$ cat src/rtl/wb_trace_pkg.sv
// Shared definitions for the writeback trace checker: golden entry layout,
// failure cause encodings and the run-control state type.
package wb_trace_pkg;

    localparam int ENTRY_W = 69;
    localparam int PC_LSB  = 37;
    localparam int REG_LSB = 32;

    localparam logic [1:0] FC_NONE      = 2'd0;
    localparam logic [1:0] FC_MISMATCH  = 2'd1;
    localparam logic [1:0] FC_TIMEOUT   = 2'd2;
    localparam logic [1:0] FC_UNDERFLOW = 2'd3;

    typedef enum logic [1:0] {
        S_IDLE,
        S_FILL,
        S_RUN,
        S_DONE
    } state_t;

    function automatic logic [31:0] entry_pc(input logic [ENTRY_W-1:0] e);
        return e[PC_LSB +: 32];
    endfunction

    function automatic logic [4:0] entry_reg(input logic [ENTRY_W-1:0] e);
        return e[REG_LSB +: 5];
    endfunction

    function automatic logic [31:0] entry_value(input logic [ENTRY_W-1:0] e);
        return e[31:0];
    endfunction

endpackage

$ cat src/rtl/trace_prefetch_fifo.sv
// Two-entry golden-entry FIFO. When empty, a word being pushed is visible at
// the head in the same cycle so a pop can consume it directly.
module trace_prefetch_fifo
    import wb_trace_pkg::*;
#(
    parameter int W = ENTRY_W
) (
    input  logic         clk,
    input  logic         rst_n,
    input  logic         i_flush,
    input  logic         i_push,
    input  logic [W-1:0] i_data,
    input  logic         i_pop,
    output logic [W-1:0] o_head,
    output logic [1:0]   o_occ,
    output logic         o_avail
);

    logic [W-1:0] r_mem [2];
    logic         r_wr;
    logic         r_rd;
    logic [1:0]   r_occ;
    logic         w_store;
    logic         w_take;
    logic         w_empty;

    assign w_empty = (r_occ == 2'd0);
    // A pop against an empty buffer consumes the incoming word, so nothing is stored.
    assign w_store = i_push && !(i_pop && w_empty);
    assign w_take  = i_pop && !w_empty;

    assign o_head  = w_empty ? i_data : r_mem[r_rd];
    assign o_avail = !w_empty || i_push;
    assign o_occ   = r_occ;

    always_ff @(posedge clk or negedge rst_n) begin
        if (!rst_n) begin
            r_wr  <= 1'b0;
            r_rd  <= 1'b0;
            r_occ <= 2'd0;
        end else if (i_flush) begin
            r_wr  <= 1'b0;
            r_rd  <= 1'b0;
            r_occ <= 2'd0;
        end else begin
            if (w_store) r_wr <= ~r_wr;
            if (w_take)  r_rd <= ~r_rd;
            r_occ <= r_occ + 2'(w_store) - 2'(w_take);
        end
    end

    always_ff @(posedge clk) begin
        if (w_store) r_mem[r_wr] <= i_data;
    end

endmodule

$ cat config.mk
export PLATFORM = sky130hd
export DESIGN_NAME = trace_prefetch_fifo
export DESIGN_NICKNAME = d
export VERILOG_FILES = /design/src/rtl/wb_trace_pkg.sv /design/src/rtl/trace_prefetch_fifo.sv
export SDC_FILE = /design/constraint.sdc
export NUM_CORES = 1
export LEC_CHECK = 0
export BUFFER_PORTS_ARGS = -buffer_cell sky130_fd_sc_hd__buf_2
export CORE_MARGIN = 2
export CORE_UTILIZATION = 45
export DETAILED_ROUTE_END_ITERATION = 10
export GPL_ROUTABILITY_DRIVEN = 0
export GPL_TIMING_DRIVEN = 0
export PLACE_DENSITY = 0.72
export SLEW_MARGIN = 20
export SYNTH_ARGS = -nofsm -noshare
export SYNTH_HDL_FRONTEND = slang
export SYNTH_SLANG_ARGS = --single-unit
$ cat constraint.sdc
create_clock -name clk -period 9.2 [get_ports clk]
set_input_delay 0.46 -clock clk [delete_from_list [all_inputs] [get_ports clk]]
set_output_delay 0.46 -clock clk [all_outputs]
set_load 0.01 [all_outputs]
# Yosys cells after proc, flatten, opt, wreduce, memory -nomap -nowiden
# Memory sizes are Yosys's and may differ from the RTL's.
# Index checks and enable logic that the tools add are counted.
[op_classes] n_shift=0 bitwise=2 n_eq_ne=0 reduce_logical=9 mul=0 div=0 n_lt_le_gt_ge=0 n_mux=8 add_sub_neg=2
[op_table] op="69-bit 2-to-1 mux" count=1
[op_table] op="1-bit 2-to-1 mux" count=6
[op_table] op="2-bit nonzero test" count=2
[op_table] op="1-bit logical AND" count=3
[op_table] op="2-bit by 1-bit adder with 2-bit output" count=1
[op_table] op="1-bit logical NOT" count=2
[op_table] op="2-bit logical NOT" count=1
[op_table] op="2-bit 2-to-1 mux" count=1
[op_table] op="1-bit NOT" count=2
[op_table] op="2-bit by 1-bit subtractor with 2-bit output" count=1
[op_table] op="1-bit logical OR" count=1
[word_totals] output_inout_bits=72 input_bits=74 romBits=0 wordCells=25 ramBits=138 n_memories=1 regBits=4 latch_bits=0
[mem_list] name="r_mem" words=2 word_bits=69 read_ports=1 rd_clocked_by_memory_dff=0 wr=1 line_no="trace_prefetch_fifo.sv:19" source="logic [W-1:0] r_mem [2];"

# Depth between registers and ports, before layout
# Gate-level depths: netlist of the first run.
[logic_depth] depth_word=7 depth_mapped=8 mapped_depth_nobuf=7

# Least setup slack after synthesis of the first run
# No wires, ideal clock.
[synth_timing] kind="flip-flop to flip-flop" startpoint="register r_occ[1], in the netlist o_occ[1]" endpoint="memory r_mem[0][0] in the netlist's numbering (enable)" required_time_ns=8.703 setup_ns=0.497 synth_period_minus_slack_ns=4.127 n_path_buf=1 setup_slack_ns=5.073 stages_incl_launch_ff=5 t_arrival_ns=3.630 path_cell_list="dfrtp_1 or2_1 buf_6 o21ai_4 nor2_1"
[synth_between] elab_chain_len=6
[synth_lines] item="start, declared" line_no="trace_prefetch_fifo.sv:22" source="logic [1:0] r_occ;"
[synth_lines] item="start signal, assigned" line_no="trace_prefetch_fifo.sv:48" source="r_occ <= r_occ + 2'(w_store) - 2'(w_take);"
[synth_lines] item="2-bit logical NOT" line_no="trace_prefetch_fifo.sv:27" source="assign w_empty = (r_occ == 2'd0);"
[synth_lines] item="1-bit logical AND" line_no="trace_prefetch_fifo.sv:29" source="assign w_store = i_push && !(i_pop && w_empty);"
[synth_lines] item="1-bit logical NOT" line_no="trace_prefetch_fifo.sv:29"
[synth_lines] item="1-bit logical AND" line_no="trace_prefetch_fifo.sv:29"
[synth_lines] item="1-bit 2-to-1 mux" line_no="trace_prefetch_fifo.sv:53" source="if (w_store) r_mem[r_wr] <= i_data;"
[synth_lines] item="1-bit 2-to-1 mux (implied by the code)" line_no="trace_prefetch_fifo.sv:53"
[synth_lines] item="end, declared" line_no="trace_prefetch_fifo.sv:19"
# No other way between the ends.

# Worst setup path in the final report of the first run
[layout_timing] startpoint="register r_occ[1], in the netlist o_occ[1]" endpoint="output o_head[4]"
[layout_between] elab_chain_len=2
[layout_lines] item="2-bit logical NOT" line_no="trace_prefetch_fifo.sv:27"
[layout_lines] item="69-bit 2-to-1 mux" line_no="trace_prefetch_fifo.sv:32" source="assign o_head = w_empty ? i_data : r_mem[r_rd];"
[layout_lines] item="end, declared" line_no="trace_prefetch_fifo.sv:14" source="output logic [W-1:0] o_head,"
# No other way between the ends.

==> impl_metrics.py, run 1 <==
metrics = {
    "outcome": {
        "status": "complete, no violations",
    },
    "final_layout": {
        "multi_input_area_sq_mm": 0.00151,
        "diodes": 0,
        "nNetsFinal": 641,
        "drive_gt1_share_pct": 38.6,
        "fillers": 1082,
        "area_growth_pct": 28.5,
        "regArea_sq_mm": 0.00424,
    },
    "synthesis": {
        "synth_compound_area_share_pct": 7.34,
        "synthFlopType": "edfxtp_1",
        "async_reset_ff_share_pct": 2.82,
        "synth_simple_gate_area_share_pct": 5.07,
        "synthTopCellsByArea": "edfxtp_1 69%, mux2i_1 12%, nor2_1 4.7%",
        "avgSynthCellArea_sq_um": 15.2,
        "synth_top_family_by_area": "multiplexers",
        "ys_ff_latch": 142,
        "yosysMostFrequentCell": "edfxtp_1",
        "ys_types": 21,
        "seq_area_frac_synth_pct": 71.1,
        "synth_xor_area_share_pct": 0.440,
        "yosys-mux-area-fraction_pct": 11.8,
        "ys_top_cells_by_count": "138 x edfxtp_1, 74 x nor2_1, 69 x mux2i_1",
        "synthAdderAreaFrac_pct": 0.419,
        "ys.warnings.count": 0,
        "synth_edf_count": 138,
        "syn_inst": 394,
        "syn_nets": 470,
        "synth_area_leader_cell": "edfxtp_1",
        "syn_area_sq_mm": 0.00597,
        "synth_top_area_share_pct": 69.4,
    },
    "detailed_routing": {
        "dr_total_vias": 3681,
        "wl_met3_microns": 557,
        "drtPass1Iterations": 6,
        "top_layer": "met4",
        "wire_per_inst_microns": 15.9,
        "drt_iter0_drc": 155,
        "drc": 0,
        "vias_per_cell": 4.89,
        "wirelength_mm": 12.0,
        "wl_met2_mm": 6.03,
        "ant_nets": 0,
        "met1Wirelength_mm": 5.23,
    },
    "clock_tree": {
        "cts.sinks": 142,
        "cts_hold_repair.buffers": 1,
        "cts.htree.levels": 4,
        "cts.reportedPaths.clkPinSlew_ps": 60,
        "clk_path_buf_depth": 2,
        "cts_resized": 0,
        "cts_tree": "built",
        "post_cts_buffers": 0,
        "cts_buffers": 17,
        "clk_latency_ps": 410,
        "cts_root_buffer": "clkbuf_16",
    },
    "critical_path": {
        "criticalPathCategory": "reg -> out",
        "required_ps": 8740,
        "crit_fanout": 10,
        "arrival_ps": 1860,
        "cp-start-kind": "flop",
        "critPathCaptureType": "output pin",
    },
    "grt": {
        "grt_util_all_layers_pct": 17.7,
        "grt_pass1_wl_mm": 19.1,
        "grt_pass1_vias": 3798,
        "grt_start_max_net_pins": 26,
        "antenna_found_initial": 0,
        "overflow": 0,
    },
    "timing": {
        "tightest_slew_ps": 477,
        "fin_ws_ps": 6880,
        "tns_ps": 0,
        "hold_viol": 0,
        "fin_crit_sh_pct": 25.3,
        "fin_crit_ps": 2320,
        "fmax_mhz": 430,
        "clock_skew_ps": 8.85,
        "finalSetupViolCount": 0,
        "report.final.slew_viol_count": 0,
        "slew_headroom_pct": 68.2,
        "rsz0062_at_grt": "false",
        "fin_hold_ws_ps": 245,
    },
    "die": {
        "die_x_microns": 119,
        "die_h_microns": 119,
        "row_count": 42,
        "coreArea_sq_mm": 0.0131,
        "start_util_pct": 45.6,
        "die_area_sq_mm": 0.0142,
        "io_pins": 146,
    },
    "power": {
        "p_leak_nw": 2.87,
        "ir_drop_mv": 0.166,
        "p_per_area_mw_per_mm2": 341,
    },
    "worst_hold_path": {
        "hold_class": "in -> reg",
    },
    "placed_design": {
        "portBuffers": 145,
        "hpwl_mm": 8.03,
        "dp_slack_ps": 7300,
    },
    "job": {
        "timing.max_cap.violations": 0,
    },
}
## through the flow
stage          instance area, sq um  instances  util (%)  power [mW]
3_5_place_dp                   7070        721      54.0        1.97
6_report                       7670        753      58.6        2.61
2_1_floorplan                  5970        394         -        1.56
3_3_place_gp                   6920        715      52.8        1.93
4_1_cts                        7670        753      58.6        2.65
5_1_grt                        7670        753      58.6        2.77
## state kept, by name (all words and copies together), names as in the netlist
signal	cells
r_rd	1
r_mem	138
r_wr	1
o_occ	2
## final timing paths
path / startpoint / endpoint / depth (start not counted) / slack, ps
worst max register to register: o_occ[1] / o_occ[0] / 7 / 7390
worst min register to register: r_wr / r_wr / 2 / 670
min in group asynchronous: rst_n / o_occ[1] / 2 / 370
worst min-delay path: i_data[60] / r_mem[0][60] / 1 / 250
worst max-delay path: o_occ[1] / o_head[4] / 6 / 6880
max in group asynchronous: rst_n / r_wr / 2 / 8700
## kinds of logic after synthesis
kind of cell | after synthesis
xor+xnor | 3
mux | 70
simple gates | 78
flops | 142
compound gates | 71
buf+inv | 28
fa+ha+maj | 2
## power breakdown
part | switching [mW] | leakage [nW] | internal, mW | total [mW]
logic | 0.645 | 1.26 | 0.462 | 1.11
registers | 0.0222 | 1.33 | 0.805 | 0.827
clock network | 0.235 | 0.284 | 0.446 | 0.681
total | 0.902 | 2.87 | 1.71 | 2.61
## layer usage
| layer | vias to the layer above | GRT usage (%) |
|---|---|---|
| li1 | 1810 | - |
| met1 | 1760 | 22.6 |
| met2 | 100 | 29.1 |
| met3 | 11 | 3.69 |
| met4 | 0 | 8.11 |
| met5 | - | 0 |
## critical path, cell delays in order, from the launching register on
cell     delay [ps]
dfrtp_1         420
or2_1           250
buf_6           140
buf_8           150
buf_6           170
a21oi_2         160
buf_2           160
## cells in the final DEF, fill, tap and decap left out
master,n
buf_2,153
edfxtp_1,138
nor2_1,72
mux2i_1,69
a21oi_1,50
a21oi_2,19
clkbuf_16,17
buf_6,14
clkbuf_1,6
inv_1,4
buf_12,4
dfrtp_1,4
clkbuf_8,3
bufinv_16,3
nor2_4,2
xor2_1,2
ha_1,2
clkinvlp_4,2
buf_16,2
o21ai_0,1
or2_1,1
o21ai_4,1
nor2b_1,1
buf_8,1
nor2_2,1
or3_1,1
xnor2_1,1
mux2_1,1
clkinv_2,1
dlygate4sd3_1,1
## area by class of cell
class / instances / share of cell area [%]
flip-flops and latches: 142 / 55.3
multi-input cells: 224 / 19.7
repair buffers: 152 / 11.4
clock buffers: 25 / 6.33
well taps: 176 / 2.87
plain buffers: 24 / 2.82
clock inverters: 6 / 1.44
inverters: 4 / 0.196
No activity file was read; power rests on OpenSTA's default activity.
==> inputs of run 2 (changes only) <==
--- a/config.mk
+++ b/config.mk
@@ -5,13 +5,14 @@
 export SDC_FILE = /design/constraint.sdc
 export NUM_CORES = 1
 export LEC_CHECK = 0
+export ABC_AREA = 1
 export BUFFER_PORTS_ARGS = -buffer_cell sky130_fd_sc_hd__buf_2
 export CORE_MARGIN = 2
 export CORE_UTILIZATION = 45
 export DETAILED_ROUTE_END_ITERATION = 10
 export GPL_ROUTABILITY_DRIVEN = 0
 export GPL_TIMING_DRIVEN = 0
-export PLACE_DENSITY = 0.72
+export PLACE_DENSITY = 0.75
 export SLEW_MARGIN = 20
 export SYNTH_ARGS = -nofsm -noshare
 export SYNTH_HDL_FRONTEND = slang
==> constraint.sdc (replaced) <==
create_clock -name clk -period 1.9 [get_ports clk]
set_input_delay 0.095 -clock clk [delete_from_list [all_inputs] [get_ports clk]]
set_output_delay 0.095 -clock clk [all_outputs]
set_load 0.01 [all_outputs]
==> impl_metrics.py, run 2 <==
metrics = {
    "final_layout": {
        "final_cell_mix": "153 x buf_2, 138 x nand2_1, 138 x edfxtp_1, 102 x o21ai_0, 77 x inv_1",
        "diodes": 0,
        "utilization_pct": 65.0,
        "largest-register": "r_mem",
        "largest_reg_flops": 138,
        "area_growth_pct": 41.2,
        "final_common_cell": "buf_2",
        "fin_cells": 984,
        "nNetsFinal": 871,
        "drive_gt1_share_pct": 29.6,
        "fillers": 1001,
    },
    "power": {
        "p_per_area_mw_per_mm2": 1440,
        "ir_drop_mv": 0.811,
        "finalPower_mw": 12.4,
        "p_leak_nw": 3.66,
    },
    "synthesis": {
        "seq_area_frac_synth_pct": 69.7,
        "ys_top_cells_by_count": "139 x nand2_1, 138 x edfxtp_1, 119 x o21ai_0",
        "avgSynthCellArea_sq_um": 11.1,
        "synthFlopType": "edfxtp_1",
        "ys.warnings.count": 0,
        "yosysMostFrequentCell": "nand2_1",
        "synth_top_area_share_pct": 68.0,
        "synth_area_leader_cell": "edfxtp_1",
        "syn_nets": 625,
        "ys_types": 18,
        "async_reset_ff_share_pct": 2.82,
        "synthTopCellsByArea": "edfxtp_1 68%, o21ai_0 9.8%, nand2_1 8.6%",
        "synth_edf_count": 138,
        "syn_area_sq_mm": 0.00609,
        "syn_inst": 549,
        "ys_ff_latch": 142,
    },
    "die": {
        "start_util_pct": 46.0,
        "io_pins": 146,
        "die_x_microns": 120,
        "coreArea_sq_mm": 0.0132,
        "row_count": 42,
        "die_area_sq_mm": 0.0145,
        "die_h_microns": 120,
    },
    "critical_path": {
        "critPathLaunch": "o_occ[0]",
        "worstRegToRegCells": 10,
        "path_cells": "nor2_4, buf_8, buf_8, buf_12, nand2_2, o21ai_2, buf_2",
        "crit_slowest_cell": "dfrtp_2",
        "crit_cells": 7,
        "required_ps": 1800,
        "arrival_ps": 1780,
        "crit_family": "buffers and inverters",
        "reg2reg_from": "o_occ[0]",
        "crit_fanout": 10,
        "critPathCaptureType": "output pin",
        "criticalPathCategory": "reg -> out",
        "worst-path-buf-inv": 4,
        "cpMostUsedCell": "buf_8",
        "cp-start-kind": "flop",
        "critPathMaxStageDelay_ps": 440,
    },
    "grt": {
        "antenna_found_initial": 0,
        "grt_pass1_wl_mm": 23.1,
        "grt_util_all_layers_pct": 20.7,
        "grt_start_max_net_pins": 24,
        "overflow": 0,
        "grt_pass1_vias": 4764,
    },
    "timing": {
        "tns_ps": 0,
        "fmax_mhz": 534,
        "fin_crit_sh_pct": 98.5,
        "clock_skew_ps": 7.25,
        "hold_viol": 0,
        "slew_headroom_pct": 78.9,
        "finalSetupViolCount": 0,
        "fin_crit_ps": 1870,
        "report.final.slew_viol_count": 0,
        "rsz0062_at_grt": "true",
        "tightest_slew_ps": 313,
    },
    "detailed_routing": {
        "drc": 0,
        "vias_per_cell": 4.86,
        "wire_per_inst_microns": 15.1,
        "dr_total_vias": 4786,
        "wirelength_mm": 14.9,
        "drtPass1Iterations": 4,
        "drt_iter0_drc": 411,
        "ant_nets": 0,
    },
    "worst_hold_path": {
        "hp-start": "i_push",
        "hold_path_depth": 3,
        "hold_class": "in -> reg",
    },
    "clock_tree": {
        "cts_buffers": 17,
        "cts_root_buffer": "clkbuf_16",
        "cts.htree.levels": 4,
        "clk_path_buf_depth": 2,
        "cts_tree": "built",
        "clk_latency_ps": 420,
        "cts.sinks": 142,
        "cts.reportedPaths.clkPinSlew_ps": 60,
    },
    "placed_design": {
        "dp.cells": 876,
        "portBuffers": 145,
        "hpwl_mm": 9.10,
    },
    "outcome": {
        "status": "complete, no violations",
    },
    "job": {
        "timing.max_cap.violations": 0,
    },
}
run 2: cell count changes in the layout (fill, tap and decap cells not counted), moves of 19 or more:
| cell | change |
|---|---|
| a21oi_1 | -50 |
| a21oi_2 | -19 |
| dlygate4sd3_1 | +70 |
| inv_1 | +73 |
| mux2i_1 | -69 |
| nand2_1 | +138 |
| nor2_1 | -66 |
| o21ai_0 | +101 |
| o21ai_1 | +27 |
run 2: path summary, 6_finish.rpt:
check                              to  slack, ps
max                        o_head[61]         30
max in group asynchronous        r_rd       1730
min reg2reg                      r_wr        610
max reg2reg                  o_occ[0]         80
min                              r_wr         20
min in group asynchronous        r_wr         30
run 2: worst min-delay path, delay by kind of cell:
family                 cells  cell delay (ps)
AND/OR/NAND/NOR            2              160
buffers and inverters      1              140
run 2: what timing repair did:
| item | in CTS | in global routing |
|---|---|---|
| buffers inserted | 6 | 0 |
| endpoints found under the hold margin | 145 | 0 |
| pin swaps | 3 | 2 |
| setup endpoints to repair | 158 | 63 |
| resized for setup | 17 | 25 |
| hold buffers | 71 | 0 |
run 2: final cells by class:
| class | instances | area [sq um] | area share [%] |
|---|---|---|---|
| clock inverters | 8 | 92.6 | 1.08 |
| repair buffers | 228 | 1660 | 19.3 |
| inverters | 77 | 289 | 3.36 |
| flip-flops and latches | 142 | 4250 | 49.4 |
| clock buffers | 24 | 472 | 5.48 |
| multi-input cells | 300 | 1410 | 16.4 |
| plain buffers | 29 | 209 | 2.43 |
| well taps | 176 | 220 | 2.56 |
run 2: report_power, final:
group          switching, mW  leakage [nW]  internal (mW)
clock network           1.18         0.278           1.99
registers              0.124          1.32           3.90
logic                   3.09          2.06           2.07
total                   4.40          3.66           7.96
run 2: logic make-up after synthesis:
logic type | share of synthesized area (%)
buf+inv | 7.56
compound gates | 11.9
fa+ha+maj | 0.411
simple gates | 10.5
flops | 69.7
run 2: per-stage QoR:
stage | setup slack [ps] | cell area (sq um) | hold slack, ps
floorplan | -282 | 6120 | -201
global placement | -932 | 7070 | -97.9
detailed placement | -140 | 7230 | -92.4
CTS | -6.81 | 8590 | 6.67
global route | -63.6 | 8600 | 16.9
finish | 29.0 | 8600 | 18.8
run 2: per-layer routing:
layer | up-vias | track usage (%) | routed length [microns]
met2 | 147 | 35.3 | 7480
met3 | 20 | 4.67 | 773
met5 | - | 0 | 0
li1 | 2350 | - | -
met4 | 0 | 7.99 | 205
met1 | 2269 | 25.9 | 6430
==> inputs of run 3 (changes only) <==
--- a/config.mk
+++ b/config.mk
@@ -12,7 +12,7 @@
 export DETAILED_ROUTE_END_ITERATION = 10
 export GPL_ROUTABILITY_DRIVEN = 0
 export GPL_TIMING_DRIVEN = 0
-export PLACE_DENSITY = 0.75
+export PLACE_DENSITY = 0.72
 export SLEW_MARGIN = 20
 export SYNTH_ARGS = -nofsm -noshare
 export SYNTH_HDL_FRONTEND = slang
==> impl_metrics.py, run 3 (same netlist as run 2, synthesis figures left out) <==
metrics = {
    "final_layout": {
        "diodes": 0,
        "final_common_cell": "buf_2",
        "area_growth_pct": 45.2,
        "fillers": 993,
        "largest-register": "r_mem",
        "final_cell_mix": "152 x buf_2, 138 x nand2_1, 138 x edfxtp_1, 105 x o21ai_0, 77 x inv_1",
        "nNetsFinal": 881,
        "drive_gt1_share_pct": 30.3,
        "largest_reg_flops": 138,
        "postLayoutCellArea_sq_mm": 0.00885,
        "fin_cells": 994,
    },
    "detailed_routing": {
        "drtPass1Iterations": 5,
        "drt_iter0_drc": 357,
        "wire_per_inst_microns": 15.5,
        "drc": 0,
        "ant_nets": 0,
        "wirelength_mm": 15.4,
        "vias_per_cell": 4.93,
        "dr_total_vias": 4901,
    },
    "grt": {
        "antenna_found_initial": 0,
        "grt_util_all_layers_pct": 21.5,
        "grt_start_max_net_pins": 27,
        "grt_pass1_wl_mm": 23.9,
        "overflow": 0,
        "grt_pass1_vias": 4910,
    },
    "critical_path": {
        "crit_family": "buffers and inverters",
        "reg2reg_from": "o_occ[1]",
        "reg2reg_setup_slack_ps": 140,
        "path_cells": "nor2_4, buf_12, buf_12, buf_12, clkbuf_16, nand2_2, o21ai_2, buf_2",
        "worstRegToRegCells": 6,
        "cpMostUsedCell": "buf_12",
        "critPathCaptureType": "output pin",
        "criticalPathCategory": "reg -> out",
        "worst-path-buf-inv": 5,
        "critPathMaxStageDelay_ps": 430,
        "crit_fanout": 7,
        "worstReg2RegEnd": "r_mem[1][35]",
        "crit_slowest_cell": "dfrtp_2",
        "cp-start-kind": "flop",
        "arrival_ps": 1750,
        "required_ps": 1800,
    },
    "die": {
        "coreArea_sq_mm": 0.0132,
        "start_util_pct": 46.0,
        "row_count": 42,
        "die_h_microns": 120,
        "die_x_microns": 120,
        "die_area_sq_mm": 0.0145,
        "io_pins": 146,
    },
    "timing": {
        "clock_skew_ps": 7.07,
        "fmax_mhz": 543,
        "slew_headroom_pct": 60.7,
        "hold_viol": 0,
        "fin_crit_ps": 1840,
        "report.final.slew_viol_count": 0,
        "finalSetupViolCount": 0,
        "tightest_slew_ps": 589,
        "fin_crit_sh_pct": 97.0,
    },
    "clock_tree": {
        "cts.sinks": 142,
        "cts.htree.levels": 4,
        "cts_tree": "built",
        "cts_buffers": 17,
        "clk_latency_ps": 420,
        "clk_path_buf_depth": 2,
        "cts_root_buffer": "clkbuf_16",
        "cts.reportedPaths.clkPinSlew_ps": 60,
    },
    "placed_design": {
        "hpwl_mm": 9.06,
        "portBuffers": 145,
        "dp.cells": 875,
        "placed_area_sq_mm": 0.00718,
    },
    "power": {
        "ir_drop_mv": 0.876,
        "p_per_area_mw_per_mm2": 1530,
        "p_leak_nw": 3.77,
    },
    "outcome": {
        "status": "complete, no violations",
    },
    "job": {
        "timing.max_cap.violations": 0,
    },
    "worst_hold_path": {
        "hold_class": "in -> async",
    },
}
[run 3: per-layer routing]
| layer | global-route usage (%) | vias to the layer above | routed length [microns] |
|---|---|---|---|
| met5 | 0 | - | 0 |
| met4 | 6.76 | 0 | 222 |
| met3 | 6.84 | 26 | 1000 |
| met2 | 35.7 | 175 | 7760 |
| met1 | 27.0 | 2330 | 6450 |
| li1 | - | 2370 | - |
[run 3: power by group]
| part | internal [mW] | switching [mW] |
|---|---|---|
| Sequential | 3.90 | 0.118 |
| Combinational | 2.34 | 3.22 |
| Clock | 2.71 | 1.22 |
| Total | 8.95 | 4.56 |
[run 3: how the worst max path moves through the flow]
stage,startpoint,endpoint,slack [ps],cells after the start
after global routing,o_occ[0],o_head[66],-6,8
after global placement,o_occ[1],r_mem[0][28],-920,5
after floorplan,o_occ[0],r_mem[0][0],-280,5
final,o_occ[0],o_head[64],60,8
after CTS,o_occ[1],o_head[37],-60,6
after detailed placement,o_occ[1],r_mem[1][32],-120,6
[run 3: what timing repair did]
item | CTS | global route
cloned | 1 | 2
hold buffers | 73 | 0
setup buffers | 4 | 8
endpoints found under the hold margin | 145 | 0
pin swaps | 3 | 4
setup endpoints to repair | 141 | 118
resized for setup | 12 | 40
[run 3: worst register-to-register path, cell delays in order (launching register included)]
cell and delay (ps):
dfrtp_2 410, nor2_4 50, buf_12 130, clkbuf_16 160
nand2_4 70, nand2_4 90, nor2_2 490
[run 3: through the flow]
step | setup TNS (ps) | setup WS [ps] | total power [mW] | utilization [%] | hold slack [ps]
2_1_floorplan | -37450 | -282 | 6.83 | - | -201
3_3_place_gp | -126260 | -923 | 8.62 | 53.4 | -96.8
3_5_place_dp | -6980 | -121 | 8.79 | 54.2 | -91.5
4_1_cts | -941 | -61.1 | 13.0 | 65.5 | 13.1
5_1_grt | -13.9 | -5.77 | 14.2 | 66.8 | 15.7
6_report | 0 | 57.8 | 13.5 | 66.8 | 29.9
[run 3: final cells by class]
class,instances,area [sq um],share of cell area (%)
Clock inverter,14,269,3.04
Multi-Input combinational cell,301,1420,16.1
Timing Repair Buffer,237,1720,19.5
Buffer,29,243,2.74
Tap cell,176,220,2.49
Clock buffer,18,429,4.85
Sequential cell,142,4250,48.0
Inverter,77,289,3.27
